`config.mk`:
```
export PLATFORM = sky130hd
export DESIGN_NAME = wam_hit
export DESIGN_NICKNAME = d
export VERILOG_FILES = /design/src/rtl/wam_pkg.sv /design/src/rtl/wam_debounce.sv /design/src/rtl/wam_hit.sv
export SDC_FILE = /design/constraint.sdc
export NUM_CORES = 1
export LEC_CHECK = 0
export ABC_AREA = 1
export BUFFER_PORTS_ARGS = -buffer_cell sky130_fd_sc_hd__buf_2
export CELL_PAD_IN_SITES_DETAIL_PLACEMENT = 1
export CELL_PAD_IN_SITES_GLOBAL_PLACEMENT = 1
export CORE_MARGIN = 5
export CORE_UTILIZATION = 48
export CTS_CLUSTER_SIZE = 10
export DETAILED_ROUTE_END_ITERATION = 12
export PLACE_DENSITY_LB_ADDON = 0.1
export SLEW_MARGIN = 20
export SYNTH_ARGS = -nofsm -noshare
export SYNTH_HDL_FRONTEND = slang
export SYNTH_HIERARCHICAL = 1
export SYNTH_SLANG_ARGS = --single-unit
export TNS_END_PERCENT = 100
```
`constraint.sdc`:
```
create_clock -name clk_19 -period 11.9 [get_ports clk_19]
set_clock_uncertainty 0.05 [all_clocks]
set_input_delay 0.595 -clock clk_19 [delete_from_list [all_inputs] [get_ports clk_19]]
set_output_delay 0.595 -clock clk_19 [all_outputs]
set_load 0.005 [all_outputs]
```
`src/rtl/wam_pkg.sv`:
```
// Shared types and helpers for the whack-a-mole hit stage: hole count,
// packed BCD score type, popcount and saturating BCD add.
package wam_pkg;

  localparam int N_HOLES = 8;
  localparam logic [7:0] BCD_MAX = 8'h99;

  typedef struct packed {
    logic [3:0] tens;
    logic [3:0] ones;
  } bcd_t;

  function automatic logic [3:0] popcount(input logic [N_HOLES-1:0] v);
    logic [3:0] c;
    c = 4'd0;
    for (int i = 0; i < N_HOLES; i++) begin
      c = c + {3'd0, v[i]};
    end
    return c;
  endfunction

  // k is at most 8, so a single carry into tens is enough; past 99 the value pins at BCD_MAX
  function automatic bcd_t bcd_sat_add(input bcd_t a, input logic [3:0] k);
    logic [4:0] ones_v;
    logic [4:0] tens_v;
    bcd_t       r;
    ones_v = {1'b0, a.ones} + {1'b0, k};
    tens_v = {1'b0, a.tens};
    if (ones_v >= 5'd10) begin
      ones_v = ones_v - 5'd10;
      tens_v = tens_v + 5'd1;
    end else begin
      ones_v = ones_v;
    end
    if (tens_v >= 5'd10) begin
      r = bcd_t'(BCD_MAX);
    end else begin
      r.tens = tens_v[3:0];
      r.ones = ones_v[3:0];
    end
    return r;
  endfunction

endpackage

```
`src/rtl/wam_debounce.sv`:
```
// One button: 2-FF synchroniser, persistence-count debouncer and
// rising-edge detector on the debounced level.
import wam_pkg::*;

module wam_debounce #(
  parameter int DB_CYCLES = 4
) (
  input  logic clk_19,
  input  logic clr,
  input  logic btn,
  output logic press
);

  localparam int CW = $clog2(DB_CYCLES + 1);
  localparam logic [CW-1:0] CNT_LAST = CW'(DB_CYCLES - 1);
  localparam logic [CW-1:0] CNT_ONE  = CW'(1);
  localparam logic [CW-1:0] CNT_ZERO = CW'(0);

  logic          s1_r;
  logic          s2_r;
  logic          db_r;
  logic          db_d_r;
  logic [CW-1:0] cnt_r;

  // Synchroniser, debounce counter and delayed level; any agreement restarts the count
  always_ff @(posedge clk_19 or posedge clr) begin
    if (clr) begin
      s1_r   <= 1'b0;
      s2_r   <= 1'b0;
      db_r   <= 1'b0;
      db_d_r <= 1'b0;
      cnt_r  <= CNT_ZERO;
    end else begin
      s1_r   <= btn;
      s2_r   <= s1_r;
      db_d_r <= db_r;
      if (s2_r == db_r) begin
        cnt_r <= CNT_ZERO;
      end else if (cnt_r == CNT_LAST) begin
        db_r  <= s2_r;
        cnt_r <= CNT_ZERO;
      end else begin
        cnt_r <= cnt_r + CNT_ONE;
      end
    end
  end

  assign press = db_r & ~db_d_r;

endmodule

```
`src/rtl/wam_hit.sv`:
```
// Hole-button front end: debounced presses become one-cycle hit pulses
// on occupied holes, with saturating BCD hit and miss counters.
import wam_pkg::*;

module wam_hit #(
  parameter int DB_CYCLES = 4
) (
  input  logic               clk_19,
  input  logic               clr,
  input  logic [N_HOLES-1:0] btn,
  input  logic [N_HOLES-1:0] holes,
  input  logic               run,
  output logic [N_HOLES-1:0] hit,
  output logic [7:0]         score,
  output logic [7:0]         miss
);

  logic [N_HOLES-1:0] press_s;
  logic [N_HOLES-1:0] hit_r;
  logic [3:0]         k_s;
  logic [3:0]         m_s;
  bcd_t               score_r;
  bcd_t               miss_r;

  for (genvar gi = 0; gi < N_HOLES; gi++) begin : g_btn
    wam_debounce #(
      .DB_CYCLES(DB_CYCLES)
    ) u_db (
      .clk_19(clk_19),
      .clr   (clr),
      .btn   (btn[gi]),
      .press (press_s[gi])
    );
  end

  // Per-cycle hit and miss counts; presses while not running are dropped
  always_comb begin
    k_s = 4'd0;
    m_s = 4'd0;
    if (run) begin
      k_s = popcount(press_s & holes);
      m_s = popcount(press_s & ~holes);
    end else begin
      k_s = 4'd0;
      m_s = 4'd0;
    end
  end

  // Hit pulse and counters update together on the edge after the press
  always_ff @(posedge clk_19 or posedge clr) begin
    if (clr) begin
      hit_r   <= {N_HOLES{1'b0}};
      score_r <= bcd_t'(8'h00);
      miss_r  <= bcd_t'(8'h00);
    end else begin
      hit_r   <= press_s & holes & {N_HOLES{run}};
      score_r <= bcd_sat_add(score_r, k_s);
      miss_r  <= bcd_sat_add(miss_r, m_s);
    end
  end

  assign hit   = hit_r;
  assign score = score_r;
  assign miss  = miss_r;

endmodule
```
==> impl_results.md, run 1 <==
* Number of H-tree levels at 3
* Clock Sinks at 80
* Yosys reg bits at 80
* Synth Area in Adders at 12.7%
* Rows at 33
* Die X at 103 microns
* Period minus WS final at 5100 ps
* TNS Setup at 0 ps
* Vias at 2958
* Post-Synthesis Cells at 457
* Critical Path RT at 12100 ps
* Most frequent cell after synthesis: nand2_1
* Pwr Density at 285 mW/mm^2
* Grt total ovfl at 0
* Crit path DAT at 5300 ps
* Wire per inst at 13.9 microns
* Final instance area at 0.00466 sq mm
* Psw at 599 uW
* R2R depth at 25
* Initial Util at 49.7%
* Main combinational cell family by area after synthesis: simple AND/OR/NAND/NOR gates
* Buf+Inv Stages, Crit Path at 5
* Final WS setup at 6800 ps
* Final period utilization at 42.9%
* CTS tree: yes
* RSZ-0062 raised after global routing: false
* Total CTS buffers at 9
* Reg power frac at 30.1%
* Simple-Gate Fraction of Synth Area at 25.1%
* First-pass GRT wire length at 14900 microns
* Routability cong. at 0.840
* Cell variety after synth at 28
* Top cells by area, synth: dfrtp_1 49%, nand2_1 8.4%, ha_1 7.9%
* Post-synth top flop: dfrtp_1
* Final Hold Vio Count at 0
* Pre-CTS setup slack at 6600 ps
* Max cap viols at 0
* Vias in the first global route at 3226
* Routed WL at 8630 microns
* Post-synth net total at 512
* Core Box Area at 0.00830 sq mm
* Pint at 730 uW
* Worst setup SP type: flip-flop
* Crit path max fanout at 9
* Total Power at 1330 uW
* ANT cells at 0
* Synth Area in Compound Gates at 2.79%
* Critical path class: reg -> reg
* Post-DRT Antenna Nets at 0
* Post-synth top area share at 48.5%
* Port buffer count at 42
* Min-delay worst type: in -> async
* Worst-margin pin slew at 545 ps
* Initial DRC count at 57
* Post-cts resize count at 0
* Most numerous cell on the critical path: nand2_1
* Drt first pass iters at 4
* Bufs on Longest Clock Path at 2
* Fraction of layout cells with a size suffix above 1 at 23.2%
* Die Y at 103 microns
* Worst r2r src: g_btn[0].u_db/db_r$_DFFE_PP0P_
* Placed instance area at 0.00446 sq mm
* Synth area leader: dfrtp_1
* Initial antenna violation count at 0
* Cell family with most CP delay: adder cells
* Combinational fraction of design power at 54.1%
* Post-synthesis mux area share at 0.273%
* Worst-path clk slew at 90 ps
* Slowest-stage cell, CP: fa_1
* Normalized max-slew margin at 63.6%
* DRC Markers at 0
* Clk_lat worst skew at 360 ps
* Achievable Freq at 196 MHz
* Net Sw Frac at 45.1%
* Part of the Yosys area used for sequential elements at 48.5%
* # fillers at 990
* Post-CTS setup buffers at 0
* Final setup fails at 0
* Largest net degree at the start of global routing at 25
* Post-DR vias/cell at 4.78
* Ys Warns at 6
* Critical R2R Capture: score[4]$_DFF_PP0_
* Asr flop ratio synth at 100%
* Status: complete, no violations
* Number of flops mapped to enable cells by yosys at 0
* Cell depth of the worst setup path at 25
* Worst path max stage delay at 560 ps
* Nets at 564
* XOR/XNOR Fraction of Synth Area at 1.70%
* R2R Setup Slk at 6800 ps
* Post-CTS Hold Buffers at 0
* DP HPWL at 6880 microns
* IO Count at 43
* Clock power share at 15.8%
* Worst IR Drop VDD at 106 uV
* Post-route insts no fill at 619
* GRT Total Usage at 18.5%
* CP Launch Point: g_btn[0].u_db/db_r$_DFFE_PP0P_
* Pins Over Slew Limit at 0
* Placed cells at 603
* Avg Cell Area, Syn at 9.02 sq um
* Root Buffer: clkbuf_8
* Area grow syn2layout at 13.1%
* CP Capture Type: flip-flop
* Post-synth top cells: 92 x nand2_1, 85 x inv_1, 80 x dfrtp_1
* Post-Syn Area at 0.00412 sq mm
* Full die area at 0.0105 sq mm
* LEAKAGE at 0.00259 uW
[cell type report]
cell class	count	area [sq um]	area share (%)
multi-input cells	280	1760	37.7
inverters	96	360	7.73
clock inverters	6	75.1	1.61
repair buffers	42	210	4.51
well taps	105	131	2.82
clock buffers	10	128	2.74
flip-flops and latches	80	2000	42.9
[worst register-to-register path, stage by stage, from the launching register on]
cell     delay, ps
dfrtp_1        430
inv_2           80
nor2_1          50
nand2_1         80
inv_1           60
fa_1           540
fa_1           560
inv_1           60
fa_1           530
inv_1           50
ha_1           230
fa_1           490
nand2_1         90
fa_1           450
inv_1           70
nand2_1         50
and2_1         140
ha_1           200
nand2_1         80
nand3_2        110
nand2_4        140
nand2_1         70
nand2_1         90
nand3_2        120
nand2_1        120
nand2_1         60
[metal layers]
metal | vias up | global-route usage (%) | part of all wire (%)
met5 | - | 0 | 0
met4 | 0 | 5.85 | 1.4
met3 | 10 | 3.92 | 3.4
met2 | 38 | 32.6 | 51
met1 | 1435 | 22.6 | 44
li1 | 1475 | - | -
[worst max-delay path by stage]
stage / to
6_report: score[4]$_DFF_PP0_
5_1_grt: score[0]$_DFF_PP0_
4_1_cts: score[0]$_DFF_PP0_
3_5_place_dp: score[0]$_DFF_PP0_
3_3_place_gp: score[3]$_DFF_PP0_
2_1_floorplan: score[3]$_DFF_PP0_
[power groups by stage]
stage          sequential [uW]  combinational, uW  clock (uW)
6_report                   400                719         210
5_1_grt                    411                820         229
4_1_cts                    402                734         216
3_5_place_dp               407                725           0
3_3_place_gp               402                684           0
2_1_floorplan              396                559           0
[cells by family (layout without fill, tap and decap cells)]
| group | Yosys count | count (layout) |
|---|---|---|
| AO/OA/AOI/OAI | 20 | 20 |
| XOR/XNOR | 8 | 8 |
| adder cells (fa/ha/maj) | 36 | 36 |
| buffers and inverters | 97 | 154 |
| flip-flops | 80 | 80 |
| multiplexers | 1 | 1 |
| AND/OR/NAND/NOR | 215 | 215 |
[layout by cell type, fill, tap and decap left out, drive strengths merged]
cell type / count
mux2: 1
fa: 10
clkinvlp: 1
and2: 2
nand3b: 5
ha: 26
xnor2: 3
o21ai: 9
clkbuf: 10
buf: 42
bufinv: 1
inv: 99
nor2: 56
xor2: 5
and3: 1
nand4: 1
nand2: 128
nand3: 22
dfrtp: 80
a21oi: 11
clkinv: 1
[metrics by stage]
step | utilization (%) | hold WS [ps]
global route | 56.2 | 220
finish | 56.2 | 215
detailed placement | 53.8 | 286
floorplan | - | 281
global placement | 53.8 | 281
CTS | 56.2 | 200
[sequential cells by signal, indices dropped and copies added (netlist names)]
register	cells
g_btn.u_db/cnt_r	24
miss	8
g_btn.u_db/s2_r	8
g_btn.u_db/db_d_r	8
hit	8
score	8
g_btn.u_db/db_r	8
g_btn.u_db/s1_r	8
Note: power is estimated with default switching activity, not from simulation.
==> inputs of run 2 (changes only) <==
- CORE_UTILIZATION: 48 -> 45
- clock period: 11.9 -> 5.1 ns (I/O delays scaled with it)
==> run 2 against run 1 <==
Largest cell class unchanged. Largest power group unchanged. Routed wire length is the same. Sequential share of layout area shrank 2.0 points. Total power grew 150%. Combinational power grew to 2.5 times the previous value. Register-to-register slack lost 6600 ps.
==> impl_results.md, run 2 (same netlist as run 1, synthesis figures left out) <==
* Largest net degree at the start of global routing at 25 (unchanged)
* CTS tree: yes
* Clk_lat worst skew at 350 ps (about the same)
* Worst-margin pin slew at 937 ps (+393 ps)
* Core Box Area at 0.00906 sq mm (+9.2%)
* Pins Over Slew Limit at 0 (unchanged)
* Net Sw Frac at 43.2% (-1.9 points)
* DRC Markers at 0 (unchanged)
* Post-layout util at 54.0% (-2.2 points)
* Most numerous cell on the critical path: nand2_1
* Number of H-tree levels at 3 (unchanged)
* Vias in the first global route at 3220 (-0.19%)
* Pint at 1860 uW (+150%)
* DP HPWL at 6660 microns (-3.2%)
* GRT Total Usage at 16.5% (-2.0 points)
* Die X at 106 microns (+3.0%)
* IO Count at 43 (unchanged)
* First-pass GRT wire length at 14700 microns (-1.1%)
* Drt first pass iters at 4 (unchanged)
* Commonest non-fill, non-tap cell in the layout: nand2_1
* Root Buffer: clkbuf_8
* Post-DRT Antenna Nets at 0 (unchanged)
* Post-DR vias/cell at 4.72 (-1.2%)
* Initial antenna violation count at 1 (+1)
* Crit path DAT at 5070 ps (-230 ps)
* Worst-path clk slew at 90 ps (about the same)
* Slowest-stage cell, CP: fa_1
* Final period utilization at 95.6% (+53 points)
* Final setup fails at 0 (unchanged)
* Hold Path Stages at 3
* Critical Path RT at 5290 ps (-6810 ps)
* Reg power frac at 28.6% (-1.5 points)
* Vias at 3030 (+2.4%)
* Port buffer count at 42 (unchanged)
* Fraction of layout cells with a size suffix above 1 at 26.7% (+3.6 points)
* Crit path max fanout at 7 (-2)
* Wire per inst at 13.4 microns (-3.6%)
* Achievable Freq at 205 MHz (+4.6%)
* Normalized max-slew margin at 37.1% (-27 points)
* Pre-CTS setup slack at -26.2 ps (-6630 ps)
* Min-delay worst type: in -> reg
* Period minus WS final at 4880 ps (-224 ps)
* Area grow syn2layout at 18.6%
* Final Hold Vio Count at 0 (unchanged)
* Status: complete, no violations
* Max cap viols at 0 (unchanged)
* Routed WL at 8630 microns (unchanged)
* Nets at 581 (+3.0%)
* Die Y at 106 microns (+3.0%)
* Worst IR Drop VDD at 232 uV (+120%)
* LEAKAGE at 0.00268 uW (+3.3%)
* Clock power share at 16.5% (+0.7 points)
* Initial DRC count at 49 (-14%)
* Worst setup SP type: flip-flop
* ANT cells at 0 (unchanged)
* Grt total ovfl at 0 (unchanged)
* R2R depth at 25 (unchanged)
* Full die area at 0.0112 sq mm (+6.0%)
* Buf+Inv Stages, Crit Path at 5 (unchanged)
* Cell depth of the worst setup path at 25 (unchanged)
* Critical path class: reg -> reg
* Combinational fraction of design power at 54.9% (+0.8 points)
* Most frequent cells in the layout: 88 x nand2_1, 83 x inv_1, 80 x dfrtp_1
* Clock Sinks at 80 (unchanged)
* Rows at 35 (+6.1%)
* Psw at 1410 uW (+140%)
* Bufs on Longest Clock Path at 2 (unchanged)
* Max reg flops at 24 (unchanged)
* Final WS setup at 222 ps (-6580 ps)
* Cell family with most CP delay: adder cells
* Routability cong. at 0.742 (-12%)
* Initial Util at 45.5% (-4.2 points)
* Worst path max stage delay at 550 ps (about the same)
* Pwr Density at 668 mW/mm^2 (+130%)
* Total CTS buffers at 9 (unchanged)
* Reg with most FFs: g_btn.u_db/cnt_r
* CP Capture Type: flip-flop
-- run 2: cell types whose count changed in the layout (fill, tap and decap cells not counted), sizes merged --
cell and delta:
dlygate4sd3 +9, buf +8, clkinv +1, bufinv +1, inv -2
-- run 2: routing by layer --
layer	wire length, microns	vias to the layer above	GRT usage, %
met3	254	12	3.80
met4	97	2	5.00
met1	3750	1488	19.9
met5	9	-	0
met2	4520	29	29.3
li1	-	1499	-
-- run 2: worst register-to-register path, cell delays in order (launching register included) --
cell	delay, ps
dfrtp_1	430
inv_2	90
nor2_2	40
nand2_1	70
inv_1	60
fa_1	500
fa_1	550
inv_1	60
fa_1	530
inv_1	40
ha_2	190
fa_1	520
nand2_2	90
fa_2	370
inv_1	60
nand2_1	60
and2_1	150
ha_2	180
nand2_1	80
nand3_2	110
nand2_4	140
nand2_1	70
o21ai_2	80
nand2_2	120
nand2_2	100
nand2_1	50
-- run 2: path summary, 6_finish.rpt --
check	start	end	slack [ps]
max reg2reg	g_btn[3].u_db/db_r$_DFFE_PP0P_	score[4]$_DFF_PP0_	220
max in group asynchronous	clr	score[5]$_DFF_PP0_	3960
min in group asynchronous	clr	g_btn[2].u_db/db_r$_DFFE_PP0P_	430
min	holes[2]	hit[2]$_DFF_PP0_	120
max	g_btn[3].u_db/db_r$_DFFE_PP0P_	score[4]$_DFF_PP0_	220
min reg2reg	g_btn[3].u_db/s1_r$_DFF_PP0_	g_btn[3].u_db/s2_r$_DFF_PP0_	300
-- run 2: power by group through the flow --
| stage | clock network (uW) | registers, uW | logic [uW] |
|---|---|---|---|
| after floorplan | 0 | 924 | 1300 |
| after global placement | 0 | 938 | 1590 |
| after detailed placement | 0 | 949 | 1670 |
| after CTS | 553 | 936 | 1690 |
| after global routing | 592 | 956 | 2060 |
| final | 538 | 934 | 1800 |
-- run 2: stage by stage --
| stage | setup TNS, ps | instance area, sq um | std cells | total power (uW) | hold slack [ps] |
|---|---|---|---|---|---|
| 5_1_grt | -126 | 4890 | 642 | 3600 | 113 |
| 2_1_floorplan | 0 | 4120 | 457 | 2230 | 8.40 |
| 3_3_place_gp | 0 | 4470 | 609 | 2530 | 274 |
| 6_report | 0 | 4890 | 642 | 3270 | 116 |
| 4_1_cts | 0 | 4790 | 634 | 3180 | 100 |
| 3_5_place_dp | -63.1 | 4470 | 609 | 2620 | 276 |
-- run 2: timing repair --
item                                    CTS  global route
hold endpoints to repair                 64             0
endpoints found under the setup margin    3            16
hold buffers                              9             0
pin swaps                                 0             9
buffers inserted                          0             8
gates resized for setup                   1            16
-- run 2: area by class of cell --
cell class | count | area (sq um)
inverter | 96 | 360
clock inverter | 6 | 90.1
clock buffer | 10 | 138
multi-input combinational | 280 | 1800
timing repair buffer | 59 | 360
fill | 1085 | 4170
tap | 111 | 139
sequential | 80 | 2000
==> inputs of run 3 (changes only) <==
- CTS_BUF_LIST: default -> sky130_fd_sc_hd__clkbuf_16
==> run 3 against run 2 <==
Combinational power barely moved. First-iteration DRC count rose by 12%. Flip-flop and latch count did not move.
==> impl_results.md, run 3 (same netlist as run 1, synthesis figures left out) <==
* Most numerous cell on the critical path: nand2_2
* Die Y at 106 microns (unchanged)
* Wire per inst at 13.5 microns (+0.42%)
* Nets at 580 (-0.17%)
* Period minus WS final at 4860 ps (-17.5 ps)
* Critical Path RT at 5310 ps (+20 ps)
* Worst-margin pin slew at 942 ps (+4.77 ps)
* Achievable Freq at 206 MHz (+0.36%)
* Area grow syn2layout at 20.4%
* Routed WL at 8650 microns (+0.27%)
* Initial antenna violation count at 1 (unchanged)
* Grt total ovfl at 0 (unchanged)
* DRC Markers at 0 (unchanged)
* IO Count at 43 (unchanged)
* GRT Total Usage at 16.4% (-0.057 points)
* Worst setup SP type: flip-flop
* Routability cong. at 0.742 (unchanged)
* Pre-CTS setup slack at -26.2 ps (unchanged)
* Port buffer count at 42 (unchanged)
* Critical path class: reg -> reg
* Most frequent cells in the layout: 89 x nand2_1, 83 x inv_1, 80 x dfrtp_1
* Crit path max fanout at 9 (+2)
* Vias at 3016 (-0.46%)
* Normalized max-slew margin at 36.8% (-0.32 points)
* Final period utilization at 95.3% (-0.34 points)
* LEAKAGE at 0.00272 uW (+1.4%)
* Final setup fails at 0 (unchanged)
* Bufs on Longest Clock Path at 2 (unchanged)
* Worst path max stage delay at 550 ps (about the same)
* Crit path DAT at 5070 ps (about the same)
* Reg with most FFs: g_btn.u_db/cnt_r
* CP Launch Point: g_btn[0].u_db/db_r$_DFFE_PP0P_
* CP Capture Type: flip-flop
* Fraction of layout cells with a size suffix above 1 at 25.8% (-0.89 points)
* Initial Util at 45.5% (unchanged)
* Clock Sinks at 80 (unchanged)
* Metal3 WL at 248 microns (-2.4%)
* Final Hold Vio Count at 0 (unchanged)
* Clk_lat worst skew at 330 ps (-20 ps)
* Status: complete, no violations
* Pins Over Slew Limit at 0 (unchanged)
* Commonest non-fill, non-tap cell in the layout: nand2_1
* Worst r2r src: g_btn[0].u_db/db_r$_DFFE_PP0P_
* Met1 Wirelength at 3770 microns (+0.59%)
* Vias in the first global route at 3175 (-1.4%)
* Total CTS buffers at 9 (unchanged)
* Core Box Area at 0.00906 sq mm (unchanged)
* First-pass GRT wire length at 14600 microns (-0.75%)
* Final WS setup at 240 ps (+17.5 ps)
* Placed cells at 609 (unchanged)
* CTS tree: yes
* Max cap viols at 0 (unchanged)
* Number of H-tree levels at 3 (unchanged)
* Drt first pass iters at 4 (unchanged)
* Min-delay worst type: in -> reg
* Worst IR Drop VDD at 254 uV (+9.4%)
* Die X at 106 microns (unchanged)
* Post-route insts no fill at 641 (-0.16%)
* Pwr Density at 687 mW/mm^2 (+2.8%)
* Top sig layer: met5
* DP HPWL at 6660 microns (unchanged)
* Hold wc startpoint: holes[0]
* Full die area at 0.0112 sq mm (unchanged)
* Max reg flops at 24 (unchanged)
* TNS Setup at 0 ps (unchanged)
* Total Power at 3410 uW (+4.5%)
* Post-DRT Antenna Nets at 0 (unchanged)
* Largest net degree at the start of global routing at 25 (unchanged)
* Rows at 35 (unchanged)
* Slowest-stage cell, CP: fa_1
* Post-DR vias/cell at 4.71 (-0.31%)
* Root Buffer: clkbuf_16
* Met2 Wirelength at 4490 microns (-0.55%)
* Min Hold Slack at 139 ps (+23.2 ps)
* ANT cells at 0 (unchanged)
* Initial DRC count at 55 (+12%)
* Worst-path clk slew at 60 ps (-30 ps)
[run 3: changes by cell type in the layout (fill, tap and decap cells not counted)]
cell	change
nand2_1	+1
nor2_2	-3
and2_1	-1
nor2_1	+3
clkinv_1	+1
nand2_2	-1
buf_4	-1
clkbuf_8	-10
clkbuf_16	+9
and2_4	+1
[run 3: area by class of cell]
type / count / area (sq um)
tap: 111 / 139
fill: 1075 / 4100
clock inverter: 7 / 93.8
sequential: 80 / 2000
clock buffer: 9 / 225
inverter: 96 / 360
timing repair buffer: 58 / 353
multi-input combinational: 280 / 1790
[run 3: power breakdown]
part           switching [uW]  total (uW)  internal [uW]  leakage (uW)
Combinational            1050        1780            729       0.00156
Clock                     266         695            430      0.000154
Sequential                114         935            820       0.00100
Total                    1430        3410           1980       0.00272
[run 3: what timing repair did]
item                                    in CTS  in global routing
pin swaps                                    0                  9
endpoints found under the setup margin       3                 16
hold buffers                                 9                  0
resized for setup                            1                 13
setup buffers                                1                  6
hold endpoints to repair                    64                  0
[run 3: per-stage QoR]
step / util [%] / instance area, sq um
3_3_place_gp: 49.3 / 4470
3_5_place_dp: 49.3 / 4470
2_1_floorplan: - / 4120
4_1_cts: 53.9 / 4890
6_report: 54.8 / 4970
5_1_grt: 54.8 / 4970
[run 3: worst paths after layout]
| check | endpoint | slack, ps | cells past startpoint |
|---|---|---|---|
| hold / removal | hit[0]$_DFF_PP0_ | 140 | 3 |
| max in group asynchronous | score[2]$_DFF_PP0_ | 3930 | 3 |
| setup / recovery | miss[2]$_DFF_PP0_ | 240 | 27 |
| hold reg to reg | g_btn[2].u_db/s2_r$_DFF_PP0_ | 300 | 0 |
| min in group asynchronous | g_btn[2].u_db/s1_r$_DFF_PP0_ | 460 | 3 |
| setup reg to reg | miss[2]$_DFF_PP0_ | 240 | 27 |
[run 3: metal layers]
metal / track usage, % / vias up
met5: 0 / -
met4: 5.83 / 2
met3: 3.06 / 14
met2: 29.0 / 28
met1: 20.1 / 1469
li1: - / 1503
[run 3: critical path, delay by kind of cell (launching register included)]
kind                       cells  cell delay, ps
buffers and inverters          5             310
AOI/OAI and AO/OA              2             230
DFF                            1             400
and+or+nand+nor               13            1040
adders and majority gates      7            2730
